[config.mk]
export PLATFORM = sky130hd
export DESIGN_NAME = instr_mem_loader
export DESIGN_NICKNAME = d
export VERILOG_FILES = /design/src/rtl/proc_defs_pkg.sv /design/src/rtl/instr_mem_loader.sv
export SDC_FILE = /design/constraint.sdc
export NUM_CORES = 1
export LEC_CHECK = 0
export CAP_MARGIN = 20
export CORE_MARGIN = 5
export CORE_UTILIZATION = 45
export CTS_CLUSTER_DIAMETER = 120
export DETAILED_ROUTE_END_ITERATION = 8
export MAX_ROUTING_LAYER = met4
export PLACE_DENSITY = 0.71
export SLEW_MARGIN = 15
export SYNTH_ARGS = -nofsm -noshare
export SYNTH_HDL_FRONTEND = slang
export SYNTH_SLANG_ARGS = --single-unit
[constraint.sdc]
create_clock -name clk -period 2.3 [get_ports clk]
set_input_delay 0.46 -clock clk [delete_from_list [all_inputs] [get_ports clk]]
set_output_delay 0.46 -clock clk [all_outputs]
set_load 0.03 [all_outputs]
[src/rtl/proc_defs_pkg.sv]
// proc_defs_pkg: shared processor widths and the instruction-loader state encoding.
package proc_defs_pkg;
    localparam int INSTR_W    = 16;
    localparam int IADDR_W    = 8;
    localparam int IMEM_DEPTH = 256;

    localparam logic [2:0] S_IDLE  = 3'd0;
    localparam logic [2:0] S_HI    = 3'd1;
    localparam logic [2:0] S_LO    = 3'd2;
    localparam logic [2:0] S_WR    = 3'd3;
    localparam logic [2:0] S_DONE  = 3'd4;
    localparam logic [2:0] S_CK_HI = 3'd5;
    localparam logic [2:0] S_CK_LO = 3'd6;

    typedef enum logic [2:0] {
        IDLE  = S_IDLE,
        HI    = S_HI,
        LO    = S_LO,
        WR    = S_WR,
        DONE  = S_DONE,
        CK_HI = S_CK_HI,
        CK_LO = S_CK_LO
    } loader_state_t;
endpackage

[src/rtl/instr_mem_loader.sv]
// instr_mem_loader: assembles a big-endian byte stream into words written to instruction memory from address 0.
// LOADER_CHECKSUM_EN: two trailing bytes carry the expected 16-bit sum of the written words.
module instr_mem_loader
    import proc_defs_pkg::*;
#(
    parameter int DATA_W = INSTR_W,
    parameter int BYTE_W = 8,
    parameter int ADDR_W = IADDR_W
) (
    input  logic              clk,
    input  logic              reset,
    input  logic              start,
    input  logic [ADDR_W:0]   load_len,
    input  logic [BYTE_W-1:0] byte_in,
    input  logic              byte_valid,
    output logic              byte_ready,
    output logic [DATA_W-1:0] instruction_in,
    output logic [ADDR_W-1:0] instruction_add,
    output logic              write_enable,
    output logic              busy,
    output logic              done,
    output logic              len_err,
    output logic              checksum_err
);
    localparam logic [ADDR_W:0] MAX_LEN = (ADDR_W+1)'(2**ADDR_W);

    loader_state_t     state;
    logic [ADDR_W:0]   len, cnt;
    logic [ADDR_W-1:0] addr;
    logic              xfer, bad_len, last;
`ifdef LOADER_CHECKSUM_EN
    logic [DATA_W-1:0] sum;
    logic [BYTE_W-1:0] ck_hi;
`else
    assign checksum_err = 1'b0;
`endif

    assign xfer         = byte_valid && byte_ready;
    assign bad_len      = load_len == '0 || load_len > MAX_LEN;
    assign last         = cnt + (ADDR_W+1)'(1) == len;
    assign byte_ready   = state == HI || state == LO || state == CK_HI || state == CK_LO;
    assign write_enable = state == WR;
    assign busy         = state != IDLE;
    assign done         = state == DONE;

    always_ff @(posedge clk) begin
        if (reset) begin
            state           <= IDLE;
            len             <= '0;
            cnt             <= '0;
            addr            <= '0;
            instruction_in  <= '0;
            instruction_add <= '0;
            len_err         <= 1'b0;
`ifdef LOADER_CHECKSUM_EN
            sum             <= '0;
            ck_hi           <= '0;
            checksum_err    <= 1'b0;
`endif
        end else begin
            case (state)
                IDLE: if (start) begin
                    len     <= load_len;
                    cnt     <= '0;
                    addr    <= '0;
                    len_err <= bad_len;
                    state   <= bad_len ? DONE : HI;
`ifdef LOADER_CHECKSUM_EN
                    sum          <= '0;
                    checksum_err <= 1'b0;
`endif
                end
                HI: if (xfer) begin
                    instruction_in[DATA_W-1 -: BYTE_W] <= byte_in;
                    state <= LO;
                end
                LO: if (xfer) begin
                    instruction_in[BYTE_W-1:0] <= byte_in;
                    instruction_add <= addr;
                    state <= WR;
                end
                WR: begin
                    addr <= addr + ADDR_W'(1);
                    cnt  <= cnt + (ADDR_W+1)'(1);
`ifdef LOADER_CHECKSUM_EN
                    sum   <= sum + instruction_in;
                    state <= last ? CK_HI : HI;
`else
                    state <= last ? DONE : HI;
`endif
                end
`ifdef LOADER_CHECKSUM_EN
                CK_HI: if (xfer) begin
                    ck_hi <= byte_in;
                    state <= CK_LO;
                end
                CK_LO: if (xfer) begin
                    checksum_err <= {ck_hi, byte_in} != sum;
                    state <= DONE;
                end
`endif
                DONE: state <= IDLE;
                default: state <= IDLE;
            endcase
        end
    end
endmodule

==> flow_summary.json, run 1 <==
{
  "synth.avg_cell_area_um2": 8.13,
  "wirelength_um": 5540,
  "layout-drive-gt1-share_pct": 7.10,
  "setup_viol_count_final": 0,
  "dieWidth_um": 84.3,
  "numCtsBuffers": 5,
  "ys_seq_elements": 54,
  "wl_per_cell_um": 13.1,
  "p_comb_share_pct": 14.9,
  "final_max_slew_viol_count": 0,
  "vias": 2248,
  "initial_core_util_pct": 45.7,
  "io_buffers": 49,
  "dieArea_mm2": 0.00711,
  "min_from": "instruction_add[4]",
  "min_to": "instruction_add[4]",
  "clkSlewWorstSetupHoldPaths_ns": 0.10,
  "internal_power_w": 0.00133,
  "path_max_fanout": 9,
  "finalCritPeriodShare_pct": 92.0,
  "nFillCells": 537,
  "insertion_delay_ns": 0.30,
  "final_cell_mix": "nand2_1, dfxtp_1, clkdlybuf4s50_1",
  "syn_to_final_growth_pct": 26.3,
  "dp_hpwl_um": 3940,
  "ys_warn_count": 0,
  "rsz0062_at_grt": "false",
  "r2r_end": "state[0]",
  "critPathKind": "flop to primary output",
  "io_pins": 51,
  "diodes": 0,
  "cts-root-buf": "clkbuf_8",
  "netlist_area_mm2": 0.00249,
  "reg2reg_from": "cnt[0]",
  "cts_tree": "done",
  "tns_ns": 0,
  "rows": 27,
  "synth_seq_area_share_pct": 43.5,
  "drv_cap": 0,
  "gp_congestion": 0.887,
  "holdPathStages": 2,
  "multiInputGateArea_mm2": 0.00131,
  "netlist_instances": 306,
  "core_area_mm2": 0.00544,
  "grt_pass1_vias": 2113,
  "drtIter0Drc": 174,
  "p_leak_nw": 1.12,
  "async_flop_share_pct": 0,
  "cts_buffer_depth": 2,
  "grt_max_degree": 39,
  "peakVddDrop_mv": 0.312,
  "cts_num_sinks": 54,
  "grt_use_total_pct": 16.6,
  "synth_cell_types": 46,
  "start_kind": "flop",
  "p_clk_share_pct": 30.7,
  "crit_arrival_ns": 1.66,
  "holdWs_ns": 0.459,
  "r2r_slack_ns": 0.38,
  "final_common_cell": "nand2_1",
  "end_kind": "primary output",
  "overflow": 0,
  "synth_ff_type": "dfxtp_1",
  "synth-edff-count": 0,
  "hold_viol": 0,
  "synthesis.nets": 329,
  "num-nets-final": 374,
  "die_h_um": 84.3,
  "crit_required_ns": 1.84,
  "grt_first_pass_wirelength_um": 9700,
  "period_minus_slack_ns": 2.12,
  "ant_nets": 0,
  "fin_skew_ns": 0.00704,
  "p_sw_w": 0.000482,
  "cts_max_level": 2,
  "switching_share_pct": 26.6,
  "vias_per_cell": 5.30,
  "hold_path_class": "flop to flop",
  "ff_latch_area_mm2": 0.00108,
  "outcome": "complete, no violations",
  "antenna_found_initial": 0,
  "seqPwrFrac_pct": 54.3,
  "max_freq_ghz": 0.472,
  "drc": 0,
  "r2r_cells": 6,
  "power_density_mw_per_mm2": 578,
  "drt_first_pass_iters": 4
}
[metal layers]
metal | vias up | wire [µm] | GRT usage (%)
li1 | 1146 | - | -
met1 | 1035 | 2700 | 21.5
met2 | 63 | 2460 | 26.3
met3 | 4 | 339 | 3.93
met4 | 0 | 49 | 3.88
met5 | - | 0 | -
[worst max-delay path, stage by stage (launching register included)]
cell,delay [ns]
dfxtp_1,0.40
nor3_1,0.30
inv_1,0.06
clkdlybuf4s50_1,0.60
[power groups by stage]
stage	sequential, W	combinational (W)	clock, W
after floorplan	0.00102	0.000149	0
after global placement	0.00101	0.000271	0
after detailed placement	0.00101	0.000271	0
after CTS	0.000986	0.000272	0.000576
after global routing	0.000991	0.000295	0.000605
final	0.000985	0.000271	0.000558
[synthesized netlist by cell type (2+ instances only)]
library cell | instances | area (µm²)
inv_1 | 3 | 11.3
a211oi_1 | 3 | 22.5
nand3b_1 | 6 | 45.0
nand2_1 | 59 | 221
o21ai_0 | 14 | 70.1
and2_1 | 3 | 18.8
a21oi_1 | 44 | 220
buf_2 | 9 | 45.0
or3_1 | 4 | 25.0
a311oi_1 | 2 | 17.5
ha_1 | 2 | 25.0
mux2_2 | 2 | 22.5
nor3_1 | 2 | 10.0
nor4_1 | 2 | 12.5
xor2_1 | 8 | 70.1
nor2_1 | 23 | 86.3
and4_1 | 2 | 17.5
clkbuf_1 | 10 | 37.5
mux2i_1 | 8 | 80.1
xnor2_1 | 4 | 35.0
a31oi_1 | 4 | 25.0
nand4_1 | 2 | 12.5
nand2b_1 | 2 | 12.5
nand4b_1 | 2 | 17.5
and3_1 | 4 | 25.0
nand3_1 | 9 | 45.0
dfxtp_1 | 54 | 1080
[timing repair]
item | CTS | global route
setup buffers | 0 | 0
hold buffers | 0 | 0
resized for setup | 0 | 1
endpoints found under the setup margin | 0 | 1
[how the worst max path moves through the flow]
stage | from | endpoint | slack, ns | cells after the start
after detailed placement | load_len[4] | state[0] | 0.36 | 6
after CTS | state[0] | done | 0.02 | 3
after floorplan | cnt[0] | state[0] | 0.65 | 6
final | state[1] | busy | 0.18 | 3
after global routing | state[0] | busy | 0.02 | 3
after global placement | load_len[4] | state[0] | 0.36 | 6
[stage by stage]
stage / utilization (%) / cells / area (µm²) / setup slack [ns] / power (W)
2_1_floorplan: - / 306 / 2490 / 0.647 / 0.00116
3_3_place_gp: 55.9 / 416 / 3040 / 0.361 / 0.00128
3_5_place_dp: 55.9 / 416 / 3040 / 0.355 / 0.00128
4_1_cts: 57.7 / 424 / 3140 / 0.0227 / 0.00183
5_1_grt: 57.7 / 424 / 3140 / 0.0168 / 0.00189
6_report: 57.7 / 424 / 3140 / 0.183 / 0.00181
[logic make-up after synthesis]
logic type               synth area share [%]
AO/OA/AOI/OAI                            18.2
XOR/XNOR                                 4.23
adder cells (fa/ha/maj)                  1.01
buffers and inverters                    4.07
flip-flops                               43.5
multiplexers                             4.12
other                                   0.151
AND/OR/NAND/NOR                          24.8
[registers in the layout, indices dropped and copies added (netlist names)]
signal and flops:
instruction_add 8, instruction_in 16, state 3, len_err 1, len 9, addr 8
cnt 9
[final cells by class]
class | instances | area share, %
Timing Repair Buffer | 58 | 17.8
Clock inverter | 1 | 0.279
Inverter | 3 | 0.359
Multi-Input combinational cell | 229 | 41.6
Clock buffer | 7 | 2.75
Tap cell | 72 | 2.87
Sequential cell | 54 | 34.4
No activity file was read; power rests on OpenSTA's default activity.
==> inputs of run 2 (changes only) <==
Settings changed: CORE_MARGIN 5 to not set.
==> run 2 against run 1 <==
Effect of this change: routed wire length rose by 0.74%; sequential share of layout area barely moved; clock skew barely moved; register-to-register slack got worse by 0.09 ns.
==> flow_summary.json, run 2 (same netlist as run 1, synthesis figures left out) <==
{
  "overflow": 0,
  "grt_pass1_vias": 2027,
  "p_leak_nw": 1.13,
  "crit_slowest_cell": "clkdlybuf4s50_1",
  "hold_path_class": "flop to flop",
  "crit_required_ns": 1.84,
  "insertion_delay_ns": 0.31,
  "drt_first_pass_iters": 4,
  "wirelength_um": 5590,
  "vias": 2254,
  "cts_max_level": 2,
  "end_kind": "primary output",
  "largest_reg_flops": 16,
  "dieArea_mm2": 0.00583,
  "dp_hpwl_um": 3870,
  "grt_use_total_pct": 20.4,
  "cp_cell_sequence": "nor3_1, inv_1, clkdlybuf4s50_1",
  "io_pins": 51,
  "holdWs_ns": 0.458,
  "ant_nets": 0,
  "rsz0062_at_grt": "false",
  "fin_skew_ns": 0.00657,
  "cts_tree": "done",
  "antenna_found_initial": 0,
  "crit_arrival_ns": 1.71,
  "finalWorstSetupSlack_ns": 0.128,
  "cts_num_sinks": 54,
  "place_ws_ns": 0.338,
  "cts_resized": 0,
  "hold_buffers": 0,
  "critPathKind": "flop to primary output",
  "drc": 0,
  "layout-drive-gt1-share_pct": 7.37,
  "cpPeakStageDelay_ns": 0.60,
  "syn_to_final_growth_pct": 26.1,
  "grt_max_degree": 43,
  "clkSlewWorstSetupHoldPaths_ns": 0.09,
  "setup_viol_count_final": 0,
  "power_density_mw_per_mm2": 568,
  "diodes": 0,
  "final_max_slew_viol_count": 0,
  "path_max_fanout": 9,
  "numCtsBuffers": 5,
  "core_area_mm2": 0.00520,
  "largest-register": "instruction_in",
  "num-nets-final": 375,
  "outcome": "complete, no violations",
  "grt_first_pass_wirelength_um": 9360,
  "tns_ns": 0,
  "io_buffers": 49,
  "final_common_cell": "nand2_1",
  "gp_congestion": 0.846,
  "initial_core_util_pct": 47.8,
  "cts-root-buf": "clkbuf_8",
  "hold_viol": 0,
  "final_cell_mix": "nand2_1, dfxtp_1, clkdlybuf4s50_1",
  "finalCritPeriodShare_pct": 94.5,
  "post_cts.repair.setup_buffers": 0,
  "drv_cap": 0,
  "vias_per_cell": 5.33,
  "die_h_um": 76.3,
  "dieWidth_um": 76.3,
  "wl_per_cell_um": 13.2,
  "critical-path-top-delay-family": "buffers and inverters",
  "start_kind": "flop",
  "cp_num_buf_inv": 2,
  "rows": 26,
  "cts_buffer_depth": 2,
  "max_freq_ghz": 0.460,
  "peakVddDrop_mv": 0.347,
  "reg_top3": "instruction_in x16, cnt x9, len x9",
  "drtIter0Drc": 243,
  "period_minus_slack_ns": 2.17
}
## run 2: changes by cell type in the layout (fill, tap and decap cells not counted)
cell / previous run / this run
clkinv_2: 0 / 1
clkbuf_8: 6 / 5
buf_4: 10 / 11
inv_6: 1 / 0
clkinv_4: 0 / 1
## run 2: path summary, 6_finish.rpt
check        slack (ns)  cells after the start                  to               start
max                0.13                      3                busy            state[0]
min                0.46                      2  instruction_add[4]  instruction_add[4]
max reg2reg        0.29                      6            state[0]              cnt[0]
min reg2reg        0.46                      2  instruction_add[4]  instruction_add[4]
## run 2: layout make-up
class,count,area (µm²)
Multi-Input combinational cell,229,1310
Tap cell,70,87.6
Fill cell,491,2070
Inverter,3,11.3
Sequential cell,54,1080
Timing Repair Buffer,59,566
Clock buffer,6,72.6
Clock inverter,2,13.8
## run 2: stage by stage
step	area, µm²	power (W)	instances	utilization [%]
detailed placement	3050	0.00128	415	58.6
CTS	3130	0.00180	423	60.2
global route	3140	0.00187	423	60.3
floorplan	2490	0.00116	306	-
global placement	3050	0.00128	415	58.6
finish	3140	0.00178	423	60.3
## run 2: worst register-to-register path, stage by stage, from the launching register on
cell       delay (ns)
dfxtp_1          0.46
ha_1             0.39
nand3_1          0.21
a2111oi_0        0.39
or3_1            0.17
nand4_1          0.12
o2bb2ai_1        0.16
## run 2: per-layer routing
metal  global-route usage (%)  vias up  share of wire (%)
li1                         -     1151                  -
met1                     26.3     1018                 48
met2                     31.6       73                 45
met3                     3.47       12                4.8
met4                     8.65        0                1.9
met5                        -        -                  0
## run 2: where the power goes
part	internal [W]	leakage (nW)	switching (W)
registers	0.000961	0.437	0.0000231
clock network	0.000216	0.0452	0.000311
logic	0.000122	0.643	0.000151
total	0.00130	1.13	0.000484
==> inputs of run 3 (changes only) <==
Settings changed: CORE_UTILIZATION 45 to 50, PLACE_DENSITY 0.71 to 0.78.
==> run 3 against run 2 <==
Effect of this change: via count did not move; hold slack worse by 0.0026 ns; largest cell class unchanged; setup slack gained 0.036 ns; power grew 6.3%; routed wire length decreased by 5.1%; cell count shrank 0.95%; fmax up 1.7%; combinational power shrank 3%.
==> flow_summary.json, run 3 (same netlist as run 1, synthesis figures left out) <==
{
  "outcome": "complete, no violations",
  "drt_first_pass_iters": 4,
  "wl_per_cell_um": 12.7,
  "power_density_mw_per_mm2": 601,
  "drv_cap": 0,
  "io_buffers": 49,
  "cts_resized": 0,
  "crit_arrival_ns": 1.68,
  "final_max_slew_viol_count": 0,
  "start_kind": "flop",
  "fin_skew_ns": 0.00982,
  "numCtsBuffers": 5,
  "grt_first_pass_wirelength_um": 9010,
  "nFillCells": 424,
  "vias": 2254,
  "final_common_cell": "nand2_1",
  "hold_path_class": "flop to flop",
  "hold_buffers": 0,
  "end_kind": "primary output",
  "finalCritPeriodShare_pct": 92.9,
  "rsz0062_at_grt": "false",
  "clkSlewWorstSetupHoldPaths_ns": 0.10,
  "dieWidth_um": 72.5,
  "drc": 0,
  "multiInputGateArea_mm2": 0.00131,
  "largest_reg_flops": 16,
  "setup.worst_path.end": "busy",
  "reg_top3": "instruction_in x16, cnt x9, len x9",
  "final_cell_mix": "nand2_1, dfxtp_1, clkdlybuf4s50_1",
  "grt_pass1_vias": 1953,
  "path_max_fanout": 9,
  "core_area_mm2": 0.00475,
  "grt_max_degree": 32,
  "r2r_end": "state[0]",
  "period_minus_slack_ns": 2.14,
  "largest-register": "instruction_in",
  "gp_congestion": 0.878,
  "r2r_slack_ns": 0.28,
  "holdWs_ns": 0.456,
  "r2r_cells": 6,
  "die_h_um": 72.5,
  "cts-root-buf": "clkbuf_8",
  "ant_nets": 0,
  "cts_max_level": 2,
  "tns_ns": 0,
  "finalWorstSetupSlack_ns": 0.163,
  "cts_num_sinks": 54,
  "critPathKind": "flop to primary output",
  "finalPower_w": 0.00190,
  "dp_hpwl_um": 3710,
  "grt_use_total_pct": 22.5,
  "rows": 25,
  "io_pins": 51,
  "drtIter0Drc": 162,
  "num-nets-final": 374,
  "insertion_delay_ns": 0.31,
  "crit_required_ns": 1.84,
  "hold_viol": 0,
  "initial_core_util_pct": 52.3,
  "vias_per_cell": 5.38,
  "cts_tree": "done",
  "p_leak_nw": 1.13,
  "cp-startpoint": "state[1]",
  "reg2reg_from": "cnt[0]",
  "wirelength_um": 5300,
  "ff_latch_area_mm2": 0.00108,
  "post_cts.repair.setup_buffers": 0,
  "antenna_found_initial": 0,
  "setup_viol_count_final": 0,
  "dieArea_mm2": 0.00526,
  "diodes": 0,
  "syn_to_final_growth_pct": 26.9,
  "peakVddDrop_mv": 0.373,
  "layout-drive-gt1-share_pct": 7.39,
  "overflow": 0,
  "place_ws_ns": 0.312,
  "cts_buffer_depth": 2,
  "max_freq_ghz": 0.468
}
==> run 3: cell type report <==
| cell class | instances | share of cell area (%) |
|---|---|---|
| clock inverter | 3 | 1.51 |
| multi-input combinational | 229 | 41.4 |
| timing repair buffer | 58 | 17.7 |
| clock buffer | 5 | 2.18 |
| inverter | 3 | 0.357 |
| sequential | 54 | 34.3 |
| tap | 67 | 2.66 |
==> run 3: power by group <==
part           internal (W)  total [W]  leakage (nW)  switching [W]
clock              0.000330   0.000647        0.0587       0.000317
sequential         0.000961   0.000984         0.437      0.0000236
combinational      0.000119   0.000264         0.639       0.000145
total               0.00141    0.00190          1.13       0.000486
==> run 3: metrics by stage <==
step,cell area [µm²],util (%),cells
after floorplan,2490,-,306
after global placement,3040,63.9,411
after detailed placement,3040,63.9,411
after CTS,3150,66.3,419
after global routing,3160,66.4,419
final,3160,66.4,419
==> run 3: metal layers <==
layer / track usage, % / part of all wire, % / wire (µm)
met1: 29.2 / 47 / 2480
met2: 34.9 / 47 / 2510
met3: 5.14 / 4.9 / 259
met5: - / 0 / 0
met4: 6.75 / 1.1 / 59
==> run 3: worst min-delay path by stage <==
stage	from	end	depth (start not counted)
5_1_grt	instruction_add[2]	instruction_add[2]	2
6_report	instruction_add[2]	instruction_add[2]	2
3_3_place_gp	instruction_add[5]	instruction_add[5]	2
3_5_place_dp	instruction_add[2]	instruction_add[2]	2
2_1_floorplan	addr[7]	instruction_add[7]	2
4_1_cts	instruction_add[2]	instruction_add[2]	2
==> run 3: critical path, stage by stage (launching register included) <==
cell	delay, ns
dfxtp_1	0.40
nor3_1	0.30
inv_1	0.06
clkdlybuf4s50_1	0.59
